--- config.mk ---
export PLATFORM = sky130hd
export DESIGN_NAME = modred_shiftadd_param
export DESIGN_NICKNAME = d
export VERILOG_FILES = /design/src/rtl/modred_shiftadd_param.sv
export SDC_FILE = /design/constraint.sdc
export NUM_CORES = 2
export LEC_CHECK = 0
export CAP_MARGIN = 20
export CORE_MARGIN = 2
export CORE_UTILIZATION = 43
export CTS_CLUSTER_DIAMETER = 80
export DETAILED_ROUTE_END_ITERATION = 6
export PLACE_DENSITY = 0.65
export SYNTH_ARGS = -nofsm -noshare
export SYNTH_HDL_FRONTEND = slang
export SYNTH_SLANG_ARGS = --single-unit
--- constraint.sdc ---
create_clock -name clk_i -period 9.15 [get_ports clk_i]
set_input_delay 1.83 -clock clk_i [delete_from_list [all_inputs] [get_ports clk_i]]
set_output_delay 1.83 -clock clk_i [all_outputs]
set_load 0.01 [all_outputs]
--- src/rtl/modred_shiftadd_param.sv ---
// Purpose : computes x mod m by restoring shift-subtract, SPC steps per clock.
// Latency : 1 cycle to DONE for fast-path/illegal requests, else ceil((X_W-m_bl+1)/SPC) REDUCE cycles then DONE.
// Backpressure: accepts only in IDLE; DONE holds the result until out_ready_i, so at most one request is in flight.
module modred_shiftadd_param #(
    parameter int DATA_W = 64,
    parameter int X_W    = 2 * DATA_W,
    parameter int SPC    = 1
) (
    input  logic                         clk_i,
    input  logic                         rst_i,
    input  logic                         in_valid_i,
    output logic                         in_ready_o,
    input  logic [X_W-1:0]               x_i,
    input  logic [DATA_W-1:0]            m_i,
    input  logic [$clog2(DATA_W+1)-1:0]  m_bl_i,
    output logic                         out_valid_o,
    input  logic                         out_ready_i,
    output logic [DATA_W-1:0]            result_o,
    output logic                         err_o,
    output logic                         busy_o
);

    localparam int BL_W = $clog2(DATA_W + 1);
    // k runs from X_W - m_bl (at most X_W - 1) down to 0.
    localparam int K_W  = $clog2(X_W + 1);
    // Width at which m << k is formed so the shift never loses bits.
    localparam int WW   = X_W + DATA_W;

    typedef enum logic [1:0] {
        IDLE   = 2'd0,
        REDUCE = 2'd1,
        DONE   = 2'd2
    } state_t;

    state_t             state_q;
    state_t             state_d;

    logic [X_W-1:0]     r_q;
    logic [DATA_W-1:0]  m_q;
    logic [K_W-1:0]     k_q;
    logic [DATA_W-1:0]  result_q;
    logic               err_q;

    // Request decode (only meaningful in IDLE).
    logic               msb_set;
    logic               req_illegal;
    logic               req_fast;
    logic [K_W-1:0]     k_init;

    // One clock's worth of chained reduction steps.
    logic [X_W-1:0]     r_step;
    logic [K_W-1:0]     k_step;
    logic               red_last;

    // Classify the incoming request: legality, fast path and starting shift.
    always_comb begin
        msb_set = 1'b0;
        // m_bl is legal only if it points at a set bit of m; out-of-range m_bl leaves msb_set low.
        for (int i = 0; i < DATA_W; i++) begin
            if (m_bl_i == BL_W'(i + 1)) begin
                msb_set = m_i[i];
            end
        end
        req_illegal = (m_i == '0) || (m_bl_i == '0) ||
                      (m_bl_i > BL_W'(DATA_W)) || !msb_set;
        req_fast    = (x_i < X_W'(m_i));
        k_init      = K_W'(X_W) - K_W'(m_bl_i);
    end

    // Chain up to SPC restoring steps; stop early once the k == 0 step has run.
    always_comb begin
        logic [WW-1:0]  c;
        logic [X_W-1:0] r_t;
        logic [K_W-1:0] k_t;
        logic           last;
        c    = '0;
        r_t  = r_q;
        k_t  = k_q;
        last = 1'b0;
        for (int s = 0; s < SPC; s++) begin
            if (!last) begin
                c = WW'(m_q) << k_t;
                // r fits in X_W bits, so any set bit of c above X_W means c > r;
                // this is the full-width r >= c test without widening r.
                if ((c[WW-1:X_W] == '0) && (r_t >= c[X_W-1:0])) begin
                    r_t = r_t - c[X_W-1:0];
                end
                if (k_t == '0) begin
                    last = 1'b1;
                end else begin
                    k_t = k_t - K_W'(1);
                end
            end
        end
        r_step   = r_t;
        k_step   = k_t;
        red_last = last;
    end

    // State register.
    always_ff @(posedge clk_i or posedge rst_i) begin
        if (rst_i) begin
            state_q <= IDLE;
        end else begin
            state_q <= state_d;
        end
    end

    // Next-state logic and state-decoded handshake outputs.
    always_comb begin
        state_d     = state_q;
        in_ready_o  = 1'b0;
        out_valid_o = 1'b0;
        busy_o      = 1'b1;
        case (state_q)
            IDLE: begin
                in_ready_o = 1'b1;
                busy_o     = 1'b0;
                if (in_valid_i) begin
                    state_d = (req_illegal || req_fast) ? DONE : REDUCE;
                end
            end
            REDUCE: begin
                if (red_last) begin
                    state_d = DONE;
                end
            end
            DONE: begin
                out_valid_o = 1'b1;
                // Returning to IDLE here means the next accept is one edge later.
                if (out_ready_i) begin
                    state_d = IDLE;
                end
            end
            default: begin
                state_d = IDLE;
            end
        endcase
    end

    // Working remainder, modulus, step counter and registered result/error.
    always_ff @(posedge clk_i or posedge rst_i) begin
        if (rst_i) begin
            r_q      <= '0;
            m_q      <= '0;
            k_q      <= '0;
            result_q <= '0;
            err_q    <= 1'b0;
        end else begin
            case (state_q)
                IDLE: begin
                    if (in_valid_i) begin
                        r_q <= x_i;
                        m_q <= m_i;
                        k_q <= k_init;
                        if (req_illegal) begin
                            result_q <= '0;
                            err_q    <= 1'b1;
                        end else if (req_fast) begin
                            result_q <= x_i[DATA_W-1:0];
                            err_q    <= 1'b0;
                        end
                    end
                end
                REDUCE: begin
                    r_q <= r_step;
                    k_q <= k_step;
                    if (red_last) begin
                        result_q <= r_step[DATA_W-1:0];
                        err_q    <= 1'b0;
                    end
                end
                default: begin
                    // DONE holds everything until the consumer takes it.
                end
            endcase
        end
    end

    assign result_o = result_q;
    assign err_o    = err_q;

endmodule
==> out/results.txt <==
CP endpoint kind - register
setup repair bufs after CTS - 0
IO Count - 271
HP Class - reg -> reg
Clk Latency, worst-skew pair - 0.61 ns
sequential share of the synthesized area - 23.27%
cts repair resizes - 0
Die Span Y - 262.4 um
number of synthesized flops with an enable pin - 0
I/O Buffers - 270
CTS Buf Count - 37
HPWL Detailed - 119,700 um
capture point of the worst reg-to-reg path - result_o[57]
type of origin of the critical path - register
f_max - 124.3 MHz
CTS tree - built
area grow syn2layout - 17.30%
chip width - 262.4 um
nets@finish - 4,227
Die ar. - 0.06886 mm2
FILL cells - 6,495
Yosys top cell area share - 23.27%
clk_skew - 0.04974 ns
first-pass GRT wire length - 218,400 um
met3 usage - 10.19%
synth top area cells - dfrtp_1 23%, ha_1 8.6%, a21oi_1 6.0%
Max-slew headroom - 12.38%
Slew Limit Fails - 0
H-tree Lvls - 2
Synth Cell Area - 0.02871 mm2
GRT overflow - 0
RR Startpoint - k_q[1]
Initial Util - 43.52%
initial antenna violation count - 16
Syn. warnings - 0
fraction of layout cells with a size suffix above 1 - 8.485%
Worst setup endpoint - result_o[57]
cell taking the most area after synthesis - dfrtp_1
Hold Worst Slack - 0.5067 ns
GR Util met1 - 58.32%
largest net degree at the start of global routing - 142
Clock transition at path regs - 0.06 ns
R2R Setup Slk - 1.10 ns
RSZ-0062 raised after global routing - no
kind of critical path - reg -> reg
Most Crowded Layer GR - met2
violated checks - design-rule violations
DRT iter0 DRCs - 4,722
drt wl/cell - 32.28 um
worst path required time - 9.59 ns
Worst EP arrival - 8.49 ns
deepest clock path buffer count - 3
final hold vios - 0
cells after synthesis - 3,651
clk sink count - 267
via/cell ratio - 6.853
met2 Resource Use GR - 63.31%
core footprint - 0.06598 mm2
WL final - 152,400 um
register bit total from synthesis - 267
minimum clock period - 8.045 ns
final setup vio count - 0
number of global-route vias before repair - 30,145
status - finished, violations left
top-count cell post-synth - nand2_1
CTS root buffer - clkbuf_16
prevailing post-synth register cell - dfrtp_1
Max-cap violations - 0
Distinct cells, synth - 88
vias - 32,362
Antenna Nets Post-Route - 0
critical path startpoint - k_q[1]
worst slack, placed - 1.261 ns
worst-path maximum fanout - 66
Setup TNS Final - 0 ns
ys async rst share - 100.0%
Synth top cells by count - 395 x nand2_1, 347 x a21oi_1, 310 x nor2_1
Site Rows - 94
DRC viols - 3
Syn Nets - 4,052
Core Util, Final - 51.04%
Final GP Congestion - 1.078
period utilization - 87.92%
GRT Overall Usage - 42.87%
first drt pass iteration count - 7
hold buffers post-CTS - 0
reg2reg path depth - 23
syn_area_per_cell - 7.864 um2
worst-margin pin slew - 1.301 ns
Setup WS post-layout - 1.105 ns
-- worst min path at each step --
stage                       startpoint           end  slack [ns]  cells after the start
after floorplan                r_q[79]       r_q[79]        0.47                      2
after global placement         r_q[79]       r_q[79]        0.49                      2
after detailed placement  result_o[17]  result_o[17]        0.48                      2
after CTS                 result_o[17]  result_o[17]        0.51                      2
after global routing      result_o[11]  result_o[11]        0.53                      1
final                     result_o[17]  result_o[17]        0.51                      2
-- per-layer routing --
layer / part of all wire (%) / vias to the layer above
met1: 41 / 15638
met2: 42 / 2131
met3: 11 / 432
li1: - / 14145
met5: 0.061 / -
met4: 6.0 / 16
-- through the flow --
step	instances	cell area (um2)
after global routing	4718	33670
final	4722	33680
after detailed placement	4650	32430
after global placement	4650	32430
after floorplan	3651	28720
after CTS	4717	33660
-- worst max-delay path: stages (launching register included) --
cell and delay (ns):
dfrtp_4 1.06, buf_4 0.42, mux4_2 0.60, mux2i_1 0.42, mux2i_1 0.35, and2_1 0.26, o21ai_0 0.58, clkbuf_2 0.30
nand2b_1 0.15, ha_1 0.26, and4_1 0.24, nand2_1 0.10, nor3b_1 0.21, o2111ai_1 0.17, a31oi_1 0.69, a211o_1 0.28
nand3b_1 0.10, a21oi_1 0.15, o21ai_1 0.12, nor3b_4 0.28, buf_12 0.19, buf_12 0.28, mux2i_1 0.46, o21ai_0 0.16
-- state kept, by name, indices dropped and copies added, names as in the netlist --
signal,flops
k_q,8
err_o,1
m_q,64
r_q,128
state_q,2
result_o,64
-- cell families after synthesis --
| group | share of synthesized area (%) |
|---|---|
| DFF | 23.27 |
| AOI/OAI and AO/OA | 30.38 |
| muxes | 10.72 |
| xor gates and xnor gates | 3.782 |
| adders and majority gates | 8.654 |
| and+or+nand+nor | 17.41 |
| buffers and inverters | 5.787 |
-- final cells by class --
cell class	instances	area [um2]	share of cell area, %
multi-input combinational	2978	20430	60.68
sequential	267	6694	19.88
inverter	169	638.1	1.895
timing repair buffer	373	3586	10.65
clock inverter	16	185.2	0.5498
tap	864	1081	3.210
clock buffer	51	1050	3.117
antenna	4	10.01	0.02972
-- layout by cell type (no fill, tap or decap), types with 10 or more instances in the layout --
master,netlist,final
o21ai_0,293,292
a31oi_1,27,27
dfrtp_1,267,261
nand2_1,395,394
a221o_1,63,63
mux2i_1,90,90
o21ai_1,29,29
nor2b_1,30,29
xnor2_1,68,68
clkdlybuf4s50_1,0,270
and3_1,31,31
a22oi_1,120,120
clkbuf_16,0,38
nand2b_1,38,38
nor2_1,310,309
a41oi_1,10,10
a211oi_1,32,32
a221oi_1,23,23
nand3_1,56,55
nor3_1,56,54
a2111oi_0,14,14
xor2_1,56,56
a21o_1,99,99
nand4_1,42,42
o21a_1,21,21
o221ai_1,21,21
buf_4,4,93
nor4_1,51,51
and2_1,23,22
o22ai_1,98,98
a21oi_1,347,347
o31ai_1,21,21
inv_1,162,161
mux4_2,72,72
o211ai_1,35,35
mux2_2,48,48
ha_1,197,197
Power is left out: the tool's default activity adds up to more than one toggle a clock period on the data nets, which glitch-free logic cannot reach.
